### src/rtl/mem_arbiter.sv
// mem_arbiter
// Lets NUM_CH cache clients take turns on one slow line-wide memory port.
// One memory transaction is in flight at a time. The winner's operation,
// address and write line are captured when it is granted. The memory side
// is then driven only from that captured copy.
//
// Handshake: a client raises ch_read[i] or ch_write[i] (both = write) and
// holds it, together with its ch_addr/ch_wdata slice, until ch_ready[i]
// pulses. ch_ready[i] is a one-cycle completion pulse, driven
// combinationally in the BUSY cycle in which mem_ready is high. mem_read or
// mem_write stays asserted, with a stable address and line, until that
// mem_ready cycle. Read data is ch_rdata, a plain copy of mem_rdata that is
// meaningful in the ready cycle.
//
// Build option: define ARB_FIXED_PRIORITY_EN for fixed priority (lowest
// index wins). The default build uses round-robin.
//
// Ports:
//   clk, rst_n         clock, synchronous active-low reset
//   ch_read/ch_write   [NUM_CH]          per-client requests
//   ch_addr            [NUM_CH*ADDR_W]   client line addresses, packed
//   ch_wdata           [NUM_CH*LINE_W]   client write lines, packed
//   ch_rdata           [LINE_W]          read line broadcast to all clients
//   ch_ready           [NUM_CH]          one-hot completion pulse
//   mem_read/mem_write                   slow-memory requests
//   mem_addr/mem_wdata                   slow-memory address / write line
//   mem_rdata/mem_ready                  slow-memory read line / completion
//   state_dbg          [2]               FSM state (0 IDLE, 1 BUSY, 2 DONE)
module mem_arbiter #(
  parameter int NUM_CH = 2,
  parameter int ADDR_W = 28,
  parameter int LINE_W = 128
) (
  input  logic                       clk,
  input  logic                       rst_n,
  input  logic [NUM_CH-1:0]          ch_read,
  input  logic [NUM_CH-1:0]          ch_write,
  input  logic [NUM_CH*ADDR_W-1:0]   ch_addr,
  input  logic [NUM_CH*LINE_W-1:0]   ch_wdata,
  output logic [LINE_W-1:0]          ch_rdata,
  output logic [NUM_CH-1:0]          ch_ready,
  output logic                       mem_read,
  output logic                       mem_write,
  output logic [ADDR_W-1:0]          mem_addr,
  output logic [LINE_W-1:0]          mem_wdata,
  input  logic [LINE_W-1:0]          mem_rdata,
  input  logic                       mem_ready,
  output logic [1:0]                 state_dbg
);

  localparam int IDX_W = (NUM_CH > 1) ? $clog2(NUM_CH) : 1;

  typedef enum logic [1:0] {
    IDLE = 2'd0,
    BUSY = 2'd1,
    DONE = 2'd2
  } state_t;

  state_t              state_q, state_d;
  logic [IDX_W-1:0]    grant_q, grant_d;
  logic [IDX_W-1:0]    last_grant_q, last_grant_d;
  logic                op_write_q, op_write_d;
  logic [ADDR_W-1:0]   addr_q, addr_d;
  logic [LINE_W-1:0]   wdata_q, wdata_d;

  logic [NUM_CH-1:0]   req;
  logic [IDX_W-1:0]    win_idx;

  assign req = ch_read | ch_write;

  // Winner selection; only consulted in IDLE when some client requests.
`ifdef ARB_FIXED_PRIORITY_EN
  always_comb begin
    logic [IDX_W-1:0] cand;
    win_idx = '0;
    cand    = '0;
    // Walk from the top so the lowest requesting index is written last.
    for (int i = NUM_CH - 1; i >= 0; i--) begin
      cand = IDX_W'(i);
      if (req[cand]) win_idx = cand;
    end
  end
`else
  always_comb begin
    logic [IDX_W-1:0] cand;
    logic             found;
    int               idx;
    win_idx = '0;
    cand    = '0;
    found   = 1'b0;
    idx     = 0;
    // Start one past the previous winner and wrap around.
    for (int k = 1; k <= NUM_CH; k++) begin
      idx  = (int'(last_grant_q) + k) % NUM_CH;
      cand = IDX_W'(idx);
      if (!found && req[cand]) begin
        found   = 1'b1;
        win_idx = cand;
      end
    end
  end
`endif

  // Next-state and capture logic
  always_comb begin
    state_d      = state_q;
    grant_d      = grant_q;
    last_grant_d = last_grant_q;
    op_write_d   = op_write_q;
    addr_d       = addr_q;
    wdata_d      = wdata_q;
    unique case (state_q)
      IDLE: begin
        if (|req) begin
          state_d      = BUSY;
          grant_d      = win_idx;
          last_grant_d = win_idx;
          op_write_d   = ch_write[win_idx];
          addr_d       = ch_addr[win_idx*ADDR_W +: ADDR_W];
          wdata_d      = ch_wdata[win_idx*LINE_W +: LINE_W];
        end
      end
      BUSY: begin
        // Client request lines are ignored here: a dropped request still
        // completes and still gets its ready pulse.
        if (mem_ready) state_d = DONE;
      end
      DONE:    state_d = IDLE;
      default: state_d = IDLE;
    endcase
  end

  always_ff @(posedge clk) begin
    if (!rst_n) begin
      state_q      <= IDLE;
      grant_q      <= '0;
      last_grant_q <= IDX_W'(NUM_CH - 1);
      op_write_q   <= 1'b0;
      addr_q       <= '0;
      wdata_q      <= '0;
    end else begin
      state_q      <= state_d;
      grant_q      <= grant_d;
      last_grant_q <= last_grant_d;
      op_write_q   <= op_write_d;
      addr_q       <= addr_d;
      wdata_q      <= wdata_d;
    end
  end

  // Completion pulse exists only in the BUSY cycle that sees mem_ready.
  always_comb begin
    ch_ready = '0;
    if (state_q == BUSY && mem_ready) ch_ready[grant_q] = 1'b1;
  end

  assign mem_read  = (state_q == BUSY) && !op_write_q;
  assign mem_write = (state_q == BUSY) &&  op_write_q;
  assign mem_addr  = addr_q;
  assign mem_wdata = wdata_q;
  assign ch_rdata  = mem_rdata;
  assign state_dbg = state_q;

endmodule
### config.mk
export PLATFORM = sky130hd
export DESIGN_NAME = mem_arbiter
export DESIGN_NICKNAME = d
export VERILOG_FILES = /design/src/rtl/mem_arbiter.sv
export SDC_FILE = /design/constraint.sdc
export NUM_CORES = 1
export LEC_CHECK = 0
export BUFFER_PORTS_ARGS = -buffer_cell sky130_fd_sc_hd__buf_2
export CORE_AREA = 4 4 288 290
export CTS_CLUSTER_SIZE = 24
export DETAILED_ROUTE_END_ITERATION = 8
export DIE_AREA = 0 0 292 294
export REMOVE_ABC_BUFFERS = 1
export SYNTH_ARGS = -nofsm -noshare
export SYNTH_HDL_FRONTEND = slang
export SYNTH_SLANG_ARGS = --single-unit
### constraint.sdc
create_clock -name clk -period 2.35 [get_ports clk]
set_input_delay 0.3525 -clock clk [delete_from_list [all_inputs] [get_ports clk]]
set_output_delay 0.3525 -clock clk [all_outputs]
set_load 0.05 [all_outputs]
==> results of run 1 <==
==> worst register-to-register path, cell delays in order (launching register included) <==
cell	delay, ns
dfxtp_1	0.34
or2_4	0.31
buf_4	0.37
a311o_1	0.60
o221a_2	0.23
==> kinds of logic (layout without fill, tap and decap cells) <==
logic type | after synthesis | after routing
other | 0 | 1
AO/OA/AOI/OAI | 476 | 476
AND/OR/NAND/NOR | 17 | 17
buffers and inverters | 268 | 573
flip-flops | 161 | 161
==> cells in the mapped netlist <==
cell type,n
nor4_4,1
nor2_1,6
a21oi_1,1
nor2b_1,1
buf_2,49
clkbuf_1,85
nand2_1,2
o21ai_2,1
o221a_2,123
or2_1,2
o221a_1,33
buf_1,4
nand2b_1,1
a311o_1,156
nand3b_1,1
o21a_1,1
and2_1,1
a311oi_1,1
inv_1,1
buf_4,128
o21ai_0,3
and3_1,1
nand3_1,1
buf_6,1
o21ba_2,1
a21boi_0,156
dfxtp_1,161
==> stage by stage <==
step	area [µm²]	setup TNS [ns]	setup slack [ns]	std cells	hold WS [ns]
finish	12900	0	0.416	2288	0.153
global route	12900	0	0.295	2287	0.134
global placement	12300	0	0.316	2255	0.490
CTS	12900	0	0.417	2287	0.0834
detailed placement	12300	0	0.328	2255	0.498
floorplan	7870	-1364.25	-8.61	655	0.424
==> metal layers <==
layer  part of all wire [%]  vias to the layer above  GRT usage [%]
li1                       -                     4231              -
met1                     37                     4801           15.7
met5                    2.1                        -           11.1
met3                     23                       68           17.4
met4                    1.6                       20           3.14
met2                     36                      864           18.4
==> registers in the layout, indices dropped and copies added, names as in the netlist <==
signal,count
mem_addr,28
last_grant_q,1
grant_q,1
op_write_q,1
mem_wdata,128
state_dbg,2
==> final cells by class <==
type	count	area (µm²)	share of cell area (%)
inverters	1	3.75	0.0291
clock inverters	11	151	1.17
diodes	1	2.50	0.0194
repair buffers	540	3080	23.9
flip-flops and latches	161	3220	25.0
well taps	1060	1330	10.3
clock buffers	21	450	3.49
multi-input cells	493	4670	36.1
==> report_power, final <==
part | internal, mW | total (mW) | switching [mW]
registers | 3.09 | 3.30 | 0.209
logic | 1.34 | 3.88 | 2.54
clock network | 1.71 | 3.10 | 1.39
==> how the worst max path moves through the flow <==
stage                 startpoint             end  slack, ns  cells after the start
floorplan            ch_write[0]     mem_addr[0]      -8.61                      3
global placement     ch_write[0]  mem_wdata[115]       0.32                      6
detailed placement   ch_write[0]  mem_wdata[115]       0.33                      6
CTS                 state_dbg[0]     ch_ready[0]       0.42                      4
global route        state_dbg[0]     ch_ready[0]       0.29                      4
finish              state_dbg[1]   mem_wdata[72]       0.42                      4
==> metrics.txt, run 1 <==
Power Density=796 nW/µm²; Synth Area in Compound Gates=48.2%; initial core utilization=a little under an eighth; DIE WIDTH=approximately 290 µm; actual slew at the worst max-slew pin=0.978 ns; CTS Sinks=161; RePlAce Congestion=between 0.7 and 0.8; worst path cell trace=or2_4 > buf_4 > a311o_1 > o221a_2; Port Buffers=480; Yosys warning count=0; Final Net Count=1661; DRC=0; largest family of logic cells by synthesized area=compound AO/OA/AOI/OAI gates; Seq/Total Area, Yosys=about a third; mapped cell area=9420 µm²; vias per cell=4.36; post-detailed-routing wire length=slightly below 70000 µm; H-Tree Depth=4; Yosys top cell by area=dfxtp_1; CP max FO=77; RSZ-0062 raised after global routing=no; pin count of the biggest net entering global routing=80; WP data required=roughly 2.7 ns; VDD IR max=approximately 0.53 mV; initial antenna violation count=2; CTS tree=done; Post-Synth Simple-Gate Area=between 1 and 1.5%; full die area=between 80000 and 90000 µm²; total chip power=a little over 10 mW; first-pass GRT wire length=just under 90000 µm; Core Util, Final=16.1%; Post-Syn Instances=a little over 900; CP endpoint kind=flop; GRT Total Usage=between 10% and 20%; Synth Area per Inst=10.2 µm²; Slowest cell on crit path=a311o_1; leakage power=about 5.4 nW; Adder-Cell Fraction of Synth Area=0%; Max Fclk=~0.52 GHz; Rows=between 100 and 150; proportion of layout cells with a drive suffix above 1=56.9%; Final period util=82.3%; number of CTS-inserted buffers=17; Core ar.=around 80000 µm²; WP buf/inv=1; Hold Violations, Final=0; R2R cell count=4; number of top-level pins=737; count of final setup violators=0; RR Endpoint=mem_wdata[72]; commonest non-fill, non-tap cell in the layout=buf_2; status=completed; post-cts resize count=0; Worst Hold Class=input port to flop; worst skew pair latency=~0.48 ns; Startpoint Class=flop; reg-to-reg startpoint=state_dbg[1]; critical path type=flop to flop; post-synth top area share=34.2%; Hold Crit Start=mem_ready; first drt pass iteration count=8; hold path depth=3; vias=around 10000; most frequent cells in the layout=buf_2 (479), dfxtp_1 (161), a311o_1 (156), a21boi_0 (156), o221a_2 (123); Routed wire per std cell=~30 µm; slowest stage delay, CP=between 0.4 and 0.5 ns; slew margin rel.=a little over a third; # fillers=roughly 9000; Reg clk slew, reported paths=0.07 ns; vias in the first global route=9425; CTS Buffer Depth=2; critical path arrival=~2.3 ns; post-route antenna net violation count=0; crit path time final=1.93 ns; Worst path top cell family by delay=compound AO/OA/AOI/OAI gates; Final Slew Violations=0; CTS Hold Buffers Added=0; number of max-cap violations=0; Die Y=a little under 300 µm; clock skew=between 0.01 and 0.015 ns; r2r setup slk=around 0.42 ns; multiplexer share of the synthesized area=0%; hpwl dp=just over 50000 µm; Root Buffer=clkbuf_16; Hold Crit Endpoint=state_dbg[1]; Distinct cells, synth=27; setup bufs post-CTS=0; gr ovfl total=0; top cells by area, synth=dfxtp_1 (34%), a311o_1 (17%), o221a_2 (15%), a21boi_0 (12%), buf_4 (10%); Initial DRC Count=between 600 and 700; XOR/XNOR share of the synthesized area=0%; Synth Register Bits=about 160; area grow syn2layout=37.0%
Note: power is estimated with default switching activity, not from simulation.
==> run 2, diff against run 1 <==
--- a/config.mk
+++ b/config.mk
@@ -5,6 +5,7 @@
 export SDC_FILE = /design/constraint.sdc
 export NUM_CORES = 1
 export LEC_CHECK = 0
+export ABC_AREA = 1
 export BUFFER_PORTS_ARGS = -buffer_cell sky130_fd_sc_hd__buf_2
 export CORE_AREA = 4 4 288 290
 export CTS_CLUSTER_SIZE = 24
==> constraint.sdc (replaced) <==
create_clock -name clk -period 1.7 [get_ports clk]
set_input_delay 0.255 -clock clk [delete_from_list [all_inputs] [get_ports clk]]
set_output_delay 0.255 -clock clk [all_outputs]
set_load 0.05 [all_outputs]
==> metrics.txt, run 2 <==
status=completed; CTS tree=done; RSZ-0062 raised after global routing=no; top_reg_cell synth=dfxtp_1; slew margin rel.=71.5% (+37 points); Slowest cell on crit path=dfxtp_2; WHS=0.0750 ns (-0.0782 ns); gr ovfl total=0 (unchanged); Initial DRC Count=700 (+3.4%); crit path time final=1.60 ns (-0.334 ns); DRC=0 (unchanged); Seq pwr share=31.9% (-0.2 points); pin count of the biggest net entering global routing=79 (-1.3%); number of flops mapped to enable cells by yosys=0 (unchanged); number of CTS-inserted buffers=17 (unchanged); actual slew at the worst max-slew pin=0.428 ns (-0.550 ns); CTS Sinks=161 (unchanged); largest family of logic cells by synthesized area=simple AND/OR/NAND/NOR gates; proportion of layout cells with a drive suffix above 1=31.7% (-25 points); Die Y=294 µm (unchanged); count of final setup violators=0 (unchanged); commonest non-fill, non-tap cell in the layout=buf_2; Reg clk slew, reported paths=0.07 ns (about the same); leakage power=7.54 nW (+40%); initial antenna violation count=4 (+2); post-detailed-routing wire length=66100 µm (-2.7%); full die area=85800 µm² (unchanged); Root Buffer=clkbuf_16; Final Slew Violations=0 (unchanged); CP dominant cell by count=buf_4; WP data required=2.06 ns (-0.66 ns); RePlAce Congestion=0.863 (+10%); area grow syn2layout=39.8%; Distinct cells, synth=16 (-41%); slowest stage delay, CP=0.33 ns (-0.15 ns); post-synth top area share=33.5% (-0.69 points); GRT Total Usage=14.7% (-0.30 points); Yosys warning count=0 (unchanged); Synth Area in Compound Gates=8.31% (-40 points); Hold Violations, Final=0 (unchanged); DIE WIDTH=292 µm (unchanged); Cells after DPL=2898 (+29%); Post-Syn Instances=1521 (+65%); multiplexer share of the synthesized area=0% (unchanged); Adder-Cell Fraction of Synth Area=0% (unchanged); Power Density=1060 nW/µm² (+33%); worst path cell trace=buf_4 > nor2_1 > buf_4 > nand2_8 > inv_16 > buf_4 > nand3_1 > nand2_1 > inv_1; Worst Hold Class=input port to flop; H-Tree Depth=4 (unchanged); vias=10935 (+9.5%); number of max-cap violations=0 (unchanged); first drt pass iteration count=6 (-2); Commonest cells post-synth=nand2_1 (320), inv_1 (318), nand3_1 (314); Routed wire per std cell=22.4 µm (-24%); Port Buffers=480 (unchanged); CTS Buffer Depth=2 (unchanged); mapped cell area=9620 µm² (+2.0%); Synth Area per Inst=6.32 µm² (-38%); Sw Share=42.8% (+2.6 points); Async SR Flop Fraction=0% (unchanged); vias in the first global route=10020 (+6.3%); first-pass GRT wire length=85300 µm (-2.2%); most frequent cells in the layout=buf_2 (476), nand2_1 (318), inv_1 (316), nand3_1 (314), dfxtp_1 (159); Sw Pwr=6.11 mW (+48%); count leader, synth=nand2_1; clock skew=0.0133 ns (+0.00121 ns); Final Net Count=2316 (+39%); CP endpoint kind=flop; vias per cell=3.71 (-15%); Pint=8.17 mW (+33%); initial core utilization=12.0% (+0.24 points); Comb power frac=39.4% (+1.7 points); # fillers=9292 (+3.3%); Rows=104 (unchanged); VDD IR max=0.553 mV (+3.6%); Core ar.=80300 µm² (unchanged); top cells by area, synth=dfxtp_1 (34%), nand3_1 (16%), nand2_1 (12%), inv_1 (12%), buf_4 (11%); Synth Register Bits=161 (unchanged); Max Fclk=0.625 GHz (+21%); number of top-level pins=737 (unchanged); Seq/Total Area, Yosys=33.5% (-0.69 points); Post-Synth Simple-Gate Area=29.5% (+28 points); Final period util=94.1% (+12 points); Yosys top cell by area=dfxtp_1; critical path arrival=1.96 ns (-0.35 ns); Clk pwr share=28.7% (-1.4 points); worst skew pair latency=0.46 ns (-0.02 ns); hpwl dp=52700 µm (+1.9%); XOR/XNOR share of the synthesized area=0% (unchanged); Finished Layout Cells=2944 (+29%); post-route antenna net violation count=0 (unchanged); CP max FO=21 (-73%); critical path type=flop to flop; max FFs per register=128 (unchanged); Startpoint Class=flop
run 2: cell count changes in the layout (fill, tap and decap cells not counted), moves of 33 or more:
cell      before  now
inv_1          1  316
a21boi_0     156    0
a21oi_1        1  158
a311o_1      156    0
nand3_1        1  314
o221a_2      123    0
o221a_1       33    0
nand2_1        2  318
run 2: logic make-up (layout without fill, tap and decap cells):
group,Yosys count,after routing
simple gates,650,650
buf+inv,551,912
flops,161,161
compound gates,159,159
other cells,0,2
run 2: routing by layer:
layer  part of all wire, %  vias up  GRT usage (%)
met5                   2.0        -           11.5
met4                   1.4       18           3.35
met3                    22       59           16.0
met2                    36      799           18.1
met1                    39     4833           15.8
li1                      -     5226              -
run 2: final timing paths:
path	startpoint	slack, ns	depth (start not counted)	end
setup / recovery	state_dbg[0]	0.10	9	mem_wdata[5]
hold / removal	ch_wdata[9]	0.07	5	mem_wdata[9]
setup reg to reg	state_dbg[0]	0.10	9	mem_wdata[5]
hold reg to reg	mem_wdata[119]	0.53	4	mem_wdata[119]
run 2: power groups by stage:
stage          clock network [mW]  registers, mW  logic [mW]
2_1_floorplan                   0           6.28        1.85
3_3_place_gp                    0           4.62        5.56
3_5_place_dp                    0           4.64        5.57
4_1_cts                      4.39           4.56        5.64
5_1_grt                      4.47           4.61        6.14
6_report                     4.10           4.55        5.63
run 2: final cells by class:
type | count | area [µm²] | area share (%)
clock inverter | 13 | 151 | 1.13
sequential | 161 | 3230 | 24.0
clock buffer | 19 | 443 | 3.30
antenna | 2 | 5.00 | 0.0372
timing repair buffer | 559 | 3360 | 25.0
inverter | 321 | 1230 | 9.16
tap | 1060 | 1330 | 9.87
multi-input combinational | 809 | 3700 | 27.5
run 2: timing repair:
action                                  in CTS  in global routing
gates cloned                                 0                  2
resized for setup                           21                  7
hold buffers                                 9                  0
hold endpoints to repair                     9                  0
endpoints found under the setup margin       4                 28
setup buffers                                1                  0
pin swaps                                    3                  3
run 2: stage by stage:
stage	setup TNS (ns)	area (µm²)	power, mW	utilization, %	setup slack (ns)
4_1_cts	0	13400	14.6	16.6	0.00179
2_1_floorplan	-904.15	8060	8.13	-	-5.71
3_3_place_gp	0	12600	10.2	15.7	0.0592
5_1_grt	0	13400	15.2	16.7	0.00374
6_report	0	13400	14.3	16.7	0.100
3_5_place_dp	0	12600	10.2	15.7	0.0318
run 2: critical path: cells and delay by family, from the launching register on:
kind | cells | cell delay, ns
and+or+nand+nor | 4 | 0.47
buffers and inverters | 5 | 0.67
DFF | 1 | 0.33
